[config.mk]
export PLATFORM = sky130hd
export DESIGN_NAME = approx_add_pipe
export DESIGN_NICKNAME = d
export VERILOG_FILES = /design/src/rtl/approx_add_pipe.sv
export SDC_FILE = /design/constraint.sdc
export NUM_CORES = 1
export LEC_CHECK = 0
export CAP_MARGIN = 25
export CORE_ASPECT_RATIO = 1.2
export CORE_UTILIZATION = 57
export CTS_CLUSTER_DIAMETER = 60
export DETAILED_ROUTE_END_ITERATION = 10
export HOLD_SLACK_MARGIN = 0.12
export PLACE_DENSITY = 0.81
export SKIP_LAST_GASP = 1
export SYNTH_ARGS = -nofsm -noshare
export SYNTH_HDL_FRONTEND = slang
export SYNTH_SLANG_ARGS = --single-unit
export TNS_END_PERCENT = 50
[constraint.sdc]
create_clock -name clk -period 5.02 [get_ports clk]
set_input_delay 1.004 -clock clk [delete_from_list [all_inputs] [get_ports clk]]
set_output_delay 1.004 -clock clk [all_outputs]
set_load 0.02 [all_outputs]
[src/rtl/approx_add_pipe.sv]
// Pipelined approximate unsigned adder: per-beat LOA/truncate modes on the low K bits,
// elastic valid/ready pipe with an exact shadow sum feeding a saturating error monitor.
module approx_add_pipe #(
  parameter int unsigned W      = 8,
  parameter int unsigned K      = 4,
  parameter int unsigned STAGES = 2,
  parameter int unsigned ERRW   = 16
) (
  input  logic            clk,
  input  logic            rst,
  input  logic            in_valid,
  output logic            in_ready,
  input  logic [W-1:0]    A,
  input  logic [W-1:0]    B,
  input  logic [1:0]      mode,
  output logic            out_valid,
  input  logic            out_ready,
  output logic [W:0]      O,
  input  logic            clr_stats,
  output logic [ERRW-1:0] err_cnt,
  output logic [ERRW-1:0] err_sum,
  output logic [W:0]      err_max
);

  localparam int unsigned CW = W / STAGES;
  localparam int unsigned SW = ((ERRW > W + 1) ? ERRW : W + 1) + 1;

  // Level 0 holds raw operands; level s+1 holds the result of adding chunk s.
  logic [STAGES:0] r_v;
  logic [W-1:0]    r_a    [0:STAGES-1];
  logic [W-1:0]    r_b    [0:STAGES-1];
  logic [1:0]      r_mode [0:STAGES-1];
  logic [W-1:0]    r_sum  [1:STAGES];
  logic [W-1:0]    r_esum [1:STAGES];
  logic [STAGES:1] r_c;
  logic [STAGES:1] r_ec;

  logic [W-1:0]    w_nsum  [1:STAGES];
  logic [W-1:0]    w_nesum [1:STAGES];
  logic [STAGES:1] w_nc;
  logic [STAGES:1] w_nec;
  logic [STAGES:0] w_adv;
  logic            w_room0;
  logic            w_in_fire;

  logic [ERRW-1:0] r_err_cnt;
  logic [ERRW-1:0] r_err_sum;
  logic [W:0]      r_err_max;
  logic [W:0]      w_o;
  logic [W:0]      w_e;
  logic [W:0]      w_d;
  logic [SW-1:0]   w_sum_ext;

  // Ripple-adds one chunk; bits below K in an approximate mode bypass the carry chain
  // and the only carry leaving the approximate region is the LOA carry at bit K-1.
  function automatic logic [CW:0] add_chunk(
    input logic [CW-1:0] a,
    input logic [CW-1:0] b,
    input logic          cin,
    input logic [1:0]    md,
    input int unsigned   base
  );
    logic          c;
    logic [CW-1:0] s;
    c = cin;
    s = '0;
    for (int unsigned j = 0; j < CW; j++) begin
      if ((base + j < K) && (md != 2'd0)) begin
        s[j] = (md == 2'd2) ? 1'b0 : (a[j] | b[j]);
        c    = ((md == 2'd1) && (base + j == K - 1)) ? (a[j] & b[j]) : 1'b0;
      end else begin
        s[j] = a[j] ^ b[j] ^ c;
        c    = (a[j] & b[j]) | (c & (a[j] ^ b[j]));
      end
    end
    return {c, s};
  endfunction

  for (genvar s = 0; s < STAGES; s++) begin : g_stage
    localparam logic [W-1:0] MASK = W'({CW{1'b1}}) << (s * CW);
    logic         w_cin;
    logic         w_ecin;
    logic [W-1:0] w_psum;
    logic [W-1:0] w_pesum;
    logic [CW:0]  w_ap;
    logic [CW:0]  w_ex;

    if (s == 0) begin : g_first
      assign w_cin   = 1'b0;
      assign w_ecin  = 1'b0;
      assign w_psum  = '0;
      assign w_pesum = '0;
    end else begin : g_rest
      assign w_cin   = r_c[s];
      assign w_ecin  = r_ec[s];
      assign w_psum  = r_sum[s];
      assign w_pesum = r_esum[s];
    end

    assign w_ap = add_chunk(r_a[s][s*CW +: CW], r_b[s][s*CW +: CW], w_cin, r_mode[s], s * CW);
    assign w_ex = add_chunk(r_a[s][s*CW +: CW], r_b[s][s*CW +: CW], w_ecin, 2'd0, s * CW);

    assign w_nsum[s+1]  = (w_psum & ~MASK) | (W'(w_ap[CW-1:0]) << (s * CW));
    assign w_nesum[s+1] = (w_pesum & ~MASK) | (W'(w_ex[CW-1:0]) << (s * CW));
    assign w_nc[s+1]    = w_ap[CW];
    assign w_nec[s+1]   = w_ex[CW];
  end

  // Walk from the output back: a level may advance when the level after it has room.
  always_comb begin
    logic room;
    w_adv = '0;
    room  = out_ready;
    for (int unsigned i = 0; i <= STAGES; i++) begin
      w_adv[STAGES-i] = r_v[STAGES-i] & room;
      room            = ~r_v[STAGES-i] | room;
    end
    w_room0 = room;
  end

  assign w_in_fire = in_valid & w_room0;

  always_ff @(posedge clk or posedge rst) begin
    if (rst) begin
      r_v  <= '0;
      r_c  <= '0;
      r_ec <= '0;
      for (int unsigned s = 0; s < STAGES; s++) begin
        r_a[s]    <= '0;
        r_b[s]    <= '0;
        r_mode[s] <= '0;
      end
      for (int unsigned s = 1; s <= STAGES; s++) begin
        r_sum[s]  <= '0;
        r_esum[s] <= '0;
      end
    end else begin
      r_v[0] <= w_in_fire | (r_v[0] & ~w_adv[0]);
      if (w_in_fire) begin
        r_a[0]    <= A;
        r_b[0]    <= B;
        r_mode[0] <= mode;
      end
      for (int unsigned s = 1; s <= STAGES; s++) begin
        r_v[s] <= w_adv[s-1] | (r_v[s] & ~w_adv[s]);
        if (w_adv[s-1]) begin
          r_sum[s]  <= w_nsum[s];
          r_esum[s] <= w_nesum[s];
          r_c[s]    <= w_nc[s];
          r_ec[s]   <= w_nec[s];
        end
      end
      for (int unsigned s = 1; s < STAGES; s++) begin
        if (w_adv[s-1]) begin
          r_a[s]    <= r_a[s-1];
          r_b[s]    <= r_b[s-1];
          r_mode[s] <= r_mode[s-1];
        end
      end
    end
  end

  assign w_o       = {r_c[STAGES], r_sum[STAGES]};
  assign w_e       = {r_ec[STAGES], r_esum[STAGES]};
  assign w_d       = (w_e >= w_o) ? (w_e - w_o) : (w_o - w_e);
  assign w_sum_ext = SW'(r_err_sum) + SW'(w_d);

  always_ff @(posedge clk or posedge rst) begin
    if (rst) begin
      r_err_cnt <= '0;
      r_err_sum <= '0;
      r_err_max <= '0;
    end else if (clr_stats) begin
      r_err_cnt <= '0;
      r_err_sum <= '0;
      r_err_max <= '0;
    end else if (w_adv[STAGES]) begin
      if ((w_d != '0) && (r_err_cnt != '1))
        r_err_cnt <= r_err_cnt + ERRW'(1);
      r_err_sum <= (w_sum_ext > SW'({ERRW{1'b1}})) ? '1 : w_sum_ext[ERRW-1:0];
      if (w_d > r_err_max)
        r_err_max <= w_d;
    end
  end

  assign in_ready  = w_room0;
  assign out_valid = r_v[STAGES];
  assign O         = w_o;
  assign err_cnt   = r_err_cnt;
  assign err_sum   = r_err_sum;
  assign err_max   = r_err_max;

endmodule

==> impl_results.md <==
* Status: completed
* DR iter-0 viols at 280
* Area of the multi-input gates at 3590 um^2
* Synth Cell Area at 6400 um^2
* Number of setup violations in the final report at 0
* Synth warnings at 0
* Fill count at 824
* Cell area after placement at 7190 um^2
* CP Launch Type: register
* Final Skew at 0.00646 ns
* Layout Nets at 771
* Max FO, Critical Path at 11
* Minimum clock period at 4.64 ns
* Synth Register Bits at 98
* Diode count at 0
* Max transition margin at 36.2%
* Layout cells sized above 1 at 15.5%
* Io pins at 75
* Synth area leader: dfrtp_1
* Post-synth EDFFs at 0
* F_max at 216 MHz
* Syn avg cell area at 10.3 um^2
* Ranking of synthesized cells by area: dfrtp_1, ha_1, mux2_2
* Drt wl/cell at 15.7 um
* GRT overflow at 0
* Crit path kind: reg2reg
* Final hold slack at 0.477 ns
* Clk pin slew, worst setup/hold paths at 0.07 ns
* Max Transition Viols Final at 0
* MaxCap Viol Count at 0
* Die width at 98.7 um
* Ys async rst share at 100%
* Starting density of the core at 58.3%
* Die height at 118 um
* Port Buffers at 74
* Root Buffer Master: clkbuf_16
* RSZ-0062 raised after global routing: no
* Worst-skew pair later-pin latency at 0.35 ns
* Initial antenna violation count at 0
* CTS Sinks at 98
* Core area at 11000 um^2
* Pre-antenna DRT Iters at 6
* Final HPWL DP at 9.72 mm
* GPL Wtd Cong at 0.900
* Fin crit share at 92.4%
* Worst path cell trace: inv_1 > ha_1 > and4_4 > a31oi_4 > o21a_1 > o21a_2 > mux2i_1 > xor2_1 > ha_1 > a21oi_1 > nand2_1 > a31oi_1 > o21bai_1 > a31oi_1 > nor3_1 > buf_2 > nor3b_1 > a311oi_1
* Final hold violations at 0
* Worst hold endpoint: g_stage[1].w_pesum[3]
* Worst stage delay on the critical path at 0.45 ns
* Via density at 5.72
* Number of buffers created by CTS at 9
* Worst Hold Launch: g_stage[1].w_pesum[3]
* Critical Path RT at 5.20 ns
* Register area share after synthesis at 38.3%
* Syn Nets at 705
* Setup tns final at 0 ns
* Core Rows at 42
* Routed Antenna Nets at 0
* Pin count of the biggest net entering global routing at 72
* Final Instance Area at 7510 um^2
* Worst EP arrival at 4.82 ns
* Worst-Margin Slew at 0.957 ns
* Min-Delay Path Class: reg2reg
* Gate count after technology mapping at 621
* Post-synth top area share at 38.3%
* Worst r2r path cells at 18
* DRC Markers at 0
* Worst r2r src: O[3]
* GRT Overall Usage at 24.3%
* Hold_buf cts at 0
* Dominant synthesized flop cell: dfrtp_1
* CP Capture Type: register
* Cell variety after synth at 58
* CTS tree: built
* Slowest-stage cell, CP: ha_1
* First-pass GRT wire length at 22.5 mm
* Hold Crit Depth at 2
* Reg-to-reg slack, setup at 0.38 ns
* Area growth syn-to-layout at 17.4%
* Number of global-route vias before repair at 4787
* Sequential standard cell area at 2450 um^2
* Worst r2r dst: err_sum[13]
* Drt total wl at 12.9 mm
* DIE AREA at 11700 um^2
* H-Tree Depth at 3
* Via count at 4712
* Clock buffer depth at 2
cells by family (layout without fill, tap and decap cells):
family | after synthesis | count (layout) | synth area share, %
AOI/OAI and AO/OA | 105 | 105 | 12.0
muxes | 67 | 67 | 12.2
and+or+nand+nor | 185 | 185 | 14.8
DFF | 98 | 98 | 38.3
buffers and inverters | 83 | 154 | 5.61
xor gates and xnor gates | 22 | 22 | 3.13
adders and majority gates | 61 | 61 | 13.9
synth_stat cells, types with 2 or more instances:
| library cell | instances |
|---|---|
| a211oi_1 | 13 |
| a211oi_2 | 3 |
| a21o_1 | 10 |
| a21oi_1 | 18 |
| a21oi_2 | 10 |
| a31oi_1 | 7 |
| a41oi_1 | 2 |
| and3_1 | 9 |
| and4_4 | 2 |
| buf_2 | 2 |
| buf_4 | 3 |
| buf_6 | 3 |
| clkbuf_1 | 17 |
| dfrtp_1 | 98 |
| fa_1 | 17 |
| ha_1 | 44 |
| inv_1 | 57 |
| mux2_2 | 47 |
| mux2_4 | 10 |
| mux2i_1 | 10 |
| nand2_1 | 32 |
| nand2b_1 | 6 |
| nand3_1 | 4 |
| nand4_1 | 14 |
| nor2_1 | 50 |
| nor2b_1 | 22 |
| nor3_1 | 31 |
| nor3b_1 | 3 |
| nor4_1 | 3 |
| o21a_1 | 6 |
| o21ai_0 | 17 |
| o21bai_1 | 3 |
| o31ai_1 | 2 |
| or3_1 | 3 |
| xnor2_1 | 8 |
| xor2_1 | 13 |
state kept, by name, summed over array words and instances (netlist names):
register	flops
err_cnt	16
err_sum	16
r_a	12
r_b	12
err_max	9
O	8
r_esum	8
g_stage.w_pesum	4
g_stage.w_psum	4
r_v	3
r_c	2
r_ec	2
r_mode	2
cells in the final DEF, fill, tap and decap left out, types with 2 or more instances in the layout:
cell type / netlist / layout
nor3_1: 31 / 31
a211oi_2: 3 / 3
fa_1: 17 / 17
nor3b_1: 3 / 3
or3_1: 3 / 3
nand3_1: 4 / 4
nor2_1: 50 / 50
o21a_1: 6 / 5
clkdlybuf4s50_1: 0 / 73
nor4_1: 3 / 3
o31ai_1: 2 / 2
nand2b_1: 6 / 6
and4_4: 2 / 2
clkinvlp_4: 0 / 2
xor2_1: 13 / 13
mux2_2: 47 / 47
mux2_4: 10 / 10
buf_4: 3 / 6
a21o_1: 10 / 10
dfrtp_1: 98 / 98
and3_1: 9 / 9
a31oi_1: 7 / 7
ha_1: 44 / 44
a211oi_1: 13 / 13
clkbuf_16: 0 / 9
a21oi_2: 10 / 10
o21bai_1: 3 / 3
a21oi_1: 18 / 18
inv_1: 57 / 56
nor2b_1: 22 / 22
mux2i_1: 10 / 10
nand2_1: 32 / 32
nand4_1: 14 / 14
xnor2_1: 8 / 8
buf_2: 2 / 2
a41oi_1: 2 / 2
o21ai_0: 17 / 17
worst max-delay path by stage:
stage                     from  cells past startpoint     endpoint  slack, ns
after floorplan           O[3]                     18  err_sum[13]       0.74
after global placement    O[3]                     17  err_sum[13]       0.31
after detailed placement  O[3]                     17  err_sum[13]       0.06
after CTS                 O[3]                     17  err_sum[13]       0.05
after global routing      O[3]                     18  err_sum[13]       0.01
final                     O[3]                     18  err_sum[13]       0.38
metal layers:
layer | share of wire, % | routed length (um) | up-vias | global-route usage [%]
met5 | 0 | 0 | - | 0
met4 | 2.2 | 282 | 0 | 9.61
met3 | 3.8 | 486 | 22 | 4.22
met2 | 54 | 6930 | 109 | 43.0
met1 | 40 | 5230 | 2299 | 29.2
li1 | - | - | 2282 | -
critical path: cells and delay by family, from the launching register on:
kind | cells | cell delay, ns
compound gates | 8 | 1.70
fa+ha+maj | 2 | 0.77
simple gates | 4 | 0.77
flops | 1 | 0.39
xor+xnor | 1 | 0.32
buf+inv | 2 | 0.28
mux | 1 | 0.25
repair_timing:
action,in CTS,in global routing
endpoints found under the setup margin,0,10
buffers inserted,0,0
gates resized for setup,0,1
cell type report:
class / count / area share, %
Multi-Input combinational cell: 440 / 47.8
Sequential cell: 98 / 32.6
Timing Repair Buffer: 81 / 10.5
Clock buffer: 11 / 3.23
Inverter: 57 / 2.88
Tap cell: 132 / 2.20
Clock inverter: 5 / 0.833
through the flow:
stage / setup WS (ns) / cells / util, %
after floorplan: 0.737 / 621 / -
final: 0.382 / 824 / 68.4
after detailed placement: 0.0615 / 806 / 65.5
after global routing: 0.0111 / 824 / 68.4
after global placement: 0.309 / 806 / 65.5
after CTS: 0.0493 / 822 / 68.3
Power is left out: the tool's default activity adds up to more than one toggle a clock period on the data nets, which glitch-free logic cannot reach.
==> patch 1 (config.mk and constraints unchanged) <==
Set the parameter `W` to 9 (it was 8).
--- a/src/rtl/approx_add_pipe.sv
+++ b/src/rtl/approx_add_pipe.sv
@@ -3,3 +3,3 @@
 module approx_add_pipe #(
-  parameter int unsigned W      = 8,
+  parameter int unsigned W      = 9,
   parameter int unsigned K      = 4,
Interface: changed (resized A, B, O and err_max); port bits go from 75 to 79. The function was not compared with the original's and may differ.
==> patch 1 against the original RTL <==
  * The flow now finishes with violations (DRC)
  * Area after synthesis is 0.98% lower
  * Setup slack better by 66 ps
  * Routed wire length is 0.97% higher
  * Critical path type unchanged
  * Sequential cell count is 1 higher
  * Final area is 1.1% lower
==> patch 1: results <==
set metrics [dict create \
    status "complete, but fails checks" \
    violations "DRC" \
    vias_per_cell 5.88 \
    nFillCells 817 \
    area_share_clock_buf_inv_pct 4.07 \
    drc_errors 1 \
    post_drt_wl_per_cell_um 15.8 \
    layout.nonclk_buf_share_pct 10.8 \
    seq_share_pct 33.3 \
    n_sequential_cell 99 \
    crit_start "r_esum[0]" \
    non_clock_buffer_count 82 \
    avgSynthCellArea_um2 10.1 \
    synth_nets 716 \
    ys_types 59 \
    drive_above_1_share_pct 10.9 \
    timing.hold.ws_ps 490 \
    dpl.hpwl_um 9850 \
    dpl-instance-area_mm2 0.00712 \
    yosys-top-cells-area "dfrtp_1 (39%), ha_1 (9.1%), mux2_2 (7.5%)" \
    worst_r2r_path_depth 20 \
    placed_cells 811 \
    period_minus_slack_ps 4570 \
    multi_input_comb_cells 435 \
    first_pass_iters 10 \
    multi_input_area_share_pct 46.2 \
    drt_iter0_markers 231 \
    nets 782 \
    routed_wl_um 13100 \
    relSlewSlack_pct 44.3 \
    gp_congestion 0.929 \
    synth_common_cells "dfrtp_1 (99), inv_1 (67), ha_1 (46)" \
    io_buffers 75 \
    cp_max_fo 13 \
    hold_end "g_stage[1].w_psum[3]" \
]
-- patch 1: cell types whose count changed in the layout (fill, tap and decap cells not counted), moves of 10 or more --
cell / change
a21oi_1: +23
a21oi_2: -10
inv_1: +10
nor2_1: -18
nor2b_1: -13
nor3_1: -18
o21ai_0: +17
o31ai_1: +11
or4_1: +12
-- patch 1: per-layer routing --
metal	vias up	part of all wire [%]	track usage (%)	routed length, µm
met5	-	0	0	0
met4	0	2.8	9.42	361
met3	30	4.0	3.86	519
met2	135	54	44.4	7050
met1	2366	39	27.2	5120
li1	2330	-	-	-
-- patch 1: critical path: stages (launching register included) --
cell      delay [ps]
dfrtp_1          400
inv_1             60
ha_1             190
inv_1             70
fa_1             390
nand3_1          140
nand4_1          120
a2bb2o_4         290
mux2_4           330
or3_1            350
and2_1           230
ha_1             330
a21o_1           200
o21a_1           180
o21ai_0          210
a21oi_1          140
o21ai_0          250
nor2_1           110
buf_4            170
nor3_1           180
nor3_1            80
==> patch 2 (same flow settings) <==
Made on the original files. Reset style: synchronous (`rst`), changed in 2 clocked blocks.
--- a/src/rtl/approx_add_pipe.sv
+++ b/src/rtl/approx_add_pipe.sv
@@ -122,3 +122,3 @@
 
-  always_ff @(posedge clk or posedge rst) begin
+  always_ff @(posedge clk) begin
     if (rst) begin
@@ -167,3 +167,3 @@
 
-  always_ff @(posedge clk or posedge rst) begin
+  always_ff @(posedge clk) begin
     if (rst) begin
Check against the original RTL: differs if rst is asserted again (counterexample within 4 cycles, from zero or initial values and one cycle with rst high); with rst held inactive, the same outputs for 4 cycles.
==> patch 2 against the original RTL <==
  * Count of clock-buffer cells in the layout stayed put
  * Setup slack worse by 96 ps
  * Area after synthesis shrank 4.3%
  * Via count grew 1.7%
  * Non-clock buffer count fell by 3
  * Sequential cell count did not move
  * Final area is 4.0% lower
  * Routed wire length is 0.76% lower
==> patch 2: results <==
set metrics [dict create \
    io_buffers 74 \
    cts.clk_slew.worst_paths_ps 70 \
    max_stage_delay_ps 440 \
    first_pass_iters 4 \
    n_antenna_cell 0 \
    dp_slack_ps 266 \
    drv_cap 0 \
    async_reset_ff_share_pct 0 \
    avgSynthCellArea_um2 9.64 \
    clock_skew_ps 8.86 \
    nFillCells 817 \
    synth_nets 717 \
    synth_edf_count 50 \
    ys_types 64 \
    critPathArrivalTime_ps 4940 \
    grt_pass1_wl_um 20500 \
    gp_congestion 0.888 \
    htreeDepth 3 \
    synthDominantCellAreaShare_pct 24.5 \
    post_drt_wl_per_cell_um 15.4 \
    yosys-top-cells-area "edfxtp_1 (25%), dfxtp_1 (16%), ha_1 (8.6%)" \
    critPathSlowestCell "ha_1" \
    grt_pass1_vias 4471 \
    fin_cells 833 \
    drt_iter0_markers 212 \
    grt_max_degree 28 \
    insertion_delay_ps 340 \
    status "finished clean" \
    drive_above_1_share_pct 5.40 \
    numCtsBuffers 9 \
    dpl.hpwl_um 9820 \
    antenna_found_initial 0 \
    sw_frac_of_total_pct 28.3 \
    placed_cells 817 \
    ys_seq_area_share_pct 40.2 \
    synth_common_cells "inv_1 (65), edfxtp_1 (50), nor2_1 (49)" \
    postCtsSetupRepairBufs 0 \
    cp_max_fo 13 \
    nets 781 \
    vias_per_cell 5.75 \
    tightest_slew_ps 908 \
    synthFlopType "edfxtp_1" \
    track_usage_pct 22.8 \
]
[patch 2: changes by cell type after synthesis, sizes merged, moves of 7 or more]
cell,before,now
dfrtp,98,0
mux2,57,2
edfxtp,0,50
dfxtp,0,48
and2,1,41
nor3,31,15
nor2b,22,8
a21oi,28,40
or3,3,12
inv,57,65
nand4,14,6
o21ai,19,27
nand3,4,11
[patch 2: path summary, 6_finish.rpt]
kind / cells past startpoint / slack (ps) / from / endpoint
setup reg to reg: 17 / 290 / r_sum[2][6] / err_sum[7]
setup / recovery: 17 / 290 / r_sum[2][6] / err_sum[7]
hold reg to reg: 2 / 490 / err_max[3] / err_max[3]
hold / removal: 2 / 490 / err_max[3] / err_max[3]
[patch 2: area by class of cell]
class | instances | area share [%]
clock buffer | 11 | 3.23
clock inverter | 5 | 0.763
inverter | 65 | 3.38
multi-input combinational | 447 | 45.6
sequential | 98 | 34.1
tap | 129 | 2.24
timing repair buffer | 78 | 10.7
[patch 2: power by group through the flow]
stage,logic [mW],clock network [mW],registers [mW]
after floorplan,0.326,0,0.914
after global placement,0.433,0,0.911
after detailed placement,0.455,0,0.914
after CTS,0.458,0.682,0.896
after global routing,0.514,0.708,0.900
final,0.462,0.673,0.896
[patch 2: cells by family after synthesis]
| logic type | synth area share, % |
|---|---|
| AO/OA/AOI/OAI | 15.7 |
| XOR/XNOR | 2.55 |
| adder cells (fa/ha/maj) | 14.1 |
| buffers and inverters | 6.13 |
| flip-flops | 40.2 |
| multiplexers | 2.17 |
| AND/OR/NAND/NOR | 19.1 |
[patch 2: critical path: cells and delay by family (launching register included)]
family | cells | cell delay, ps
compound gates | 9 | 2070
fa+ha+maj | 2 | 880
flops | 1 | 380
mux | 1 | 430
simple gates | 4 | 750
buf+inv | 1 | 70
[patch 2: through the flow]
| step | utilization (%) | cell area, µm² |
|---|---|---|
| final | 69.0 | 7220 |
| after global routing | 69.0 | 7220 |
| after CTS | 68.9 | 7210 |
| after detailed placement | 66.2 | 6920 |
| after global placement | 66.1 | 6920 |
| after floorplan | - | 6120 |
[patch 2: per-layer routing]
| layer | wire length (µm) | global-route usage (%) | share of wire, % | up-vias |
|---|---|---|---|---|
| li1 | - | - | - | 2365 |
| met3 | 390 | 3.86 | 3.0 | 22 |
| met4 | 327 | 9.35 | 2.5 | 0 |
| met5 | 0 | 0 | 0 | - |
| met1 | 5200 | 25.7 | 41 | 2306 |
| met2 | 6910 | 43.0 | 54 | 97 |
[patch 2: timing repair]
action | CTS | global route
gates resized for setup | 0 | 1
hold buffers | 0 | 0
setup endpoints to repair | 0 | 3
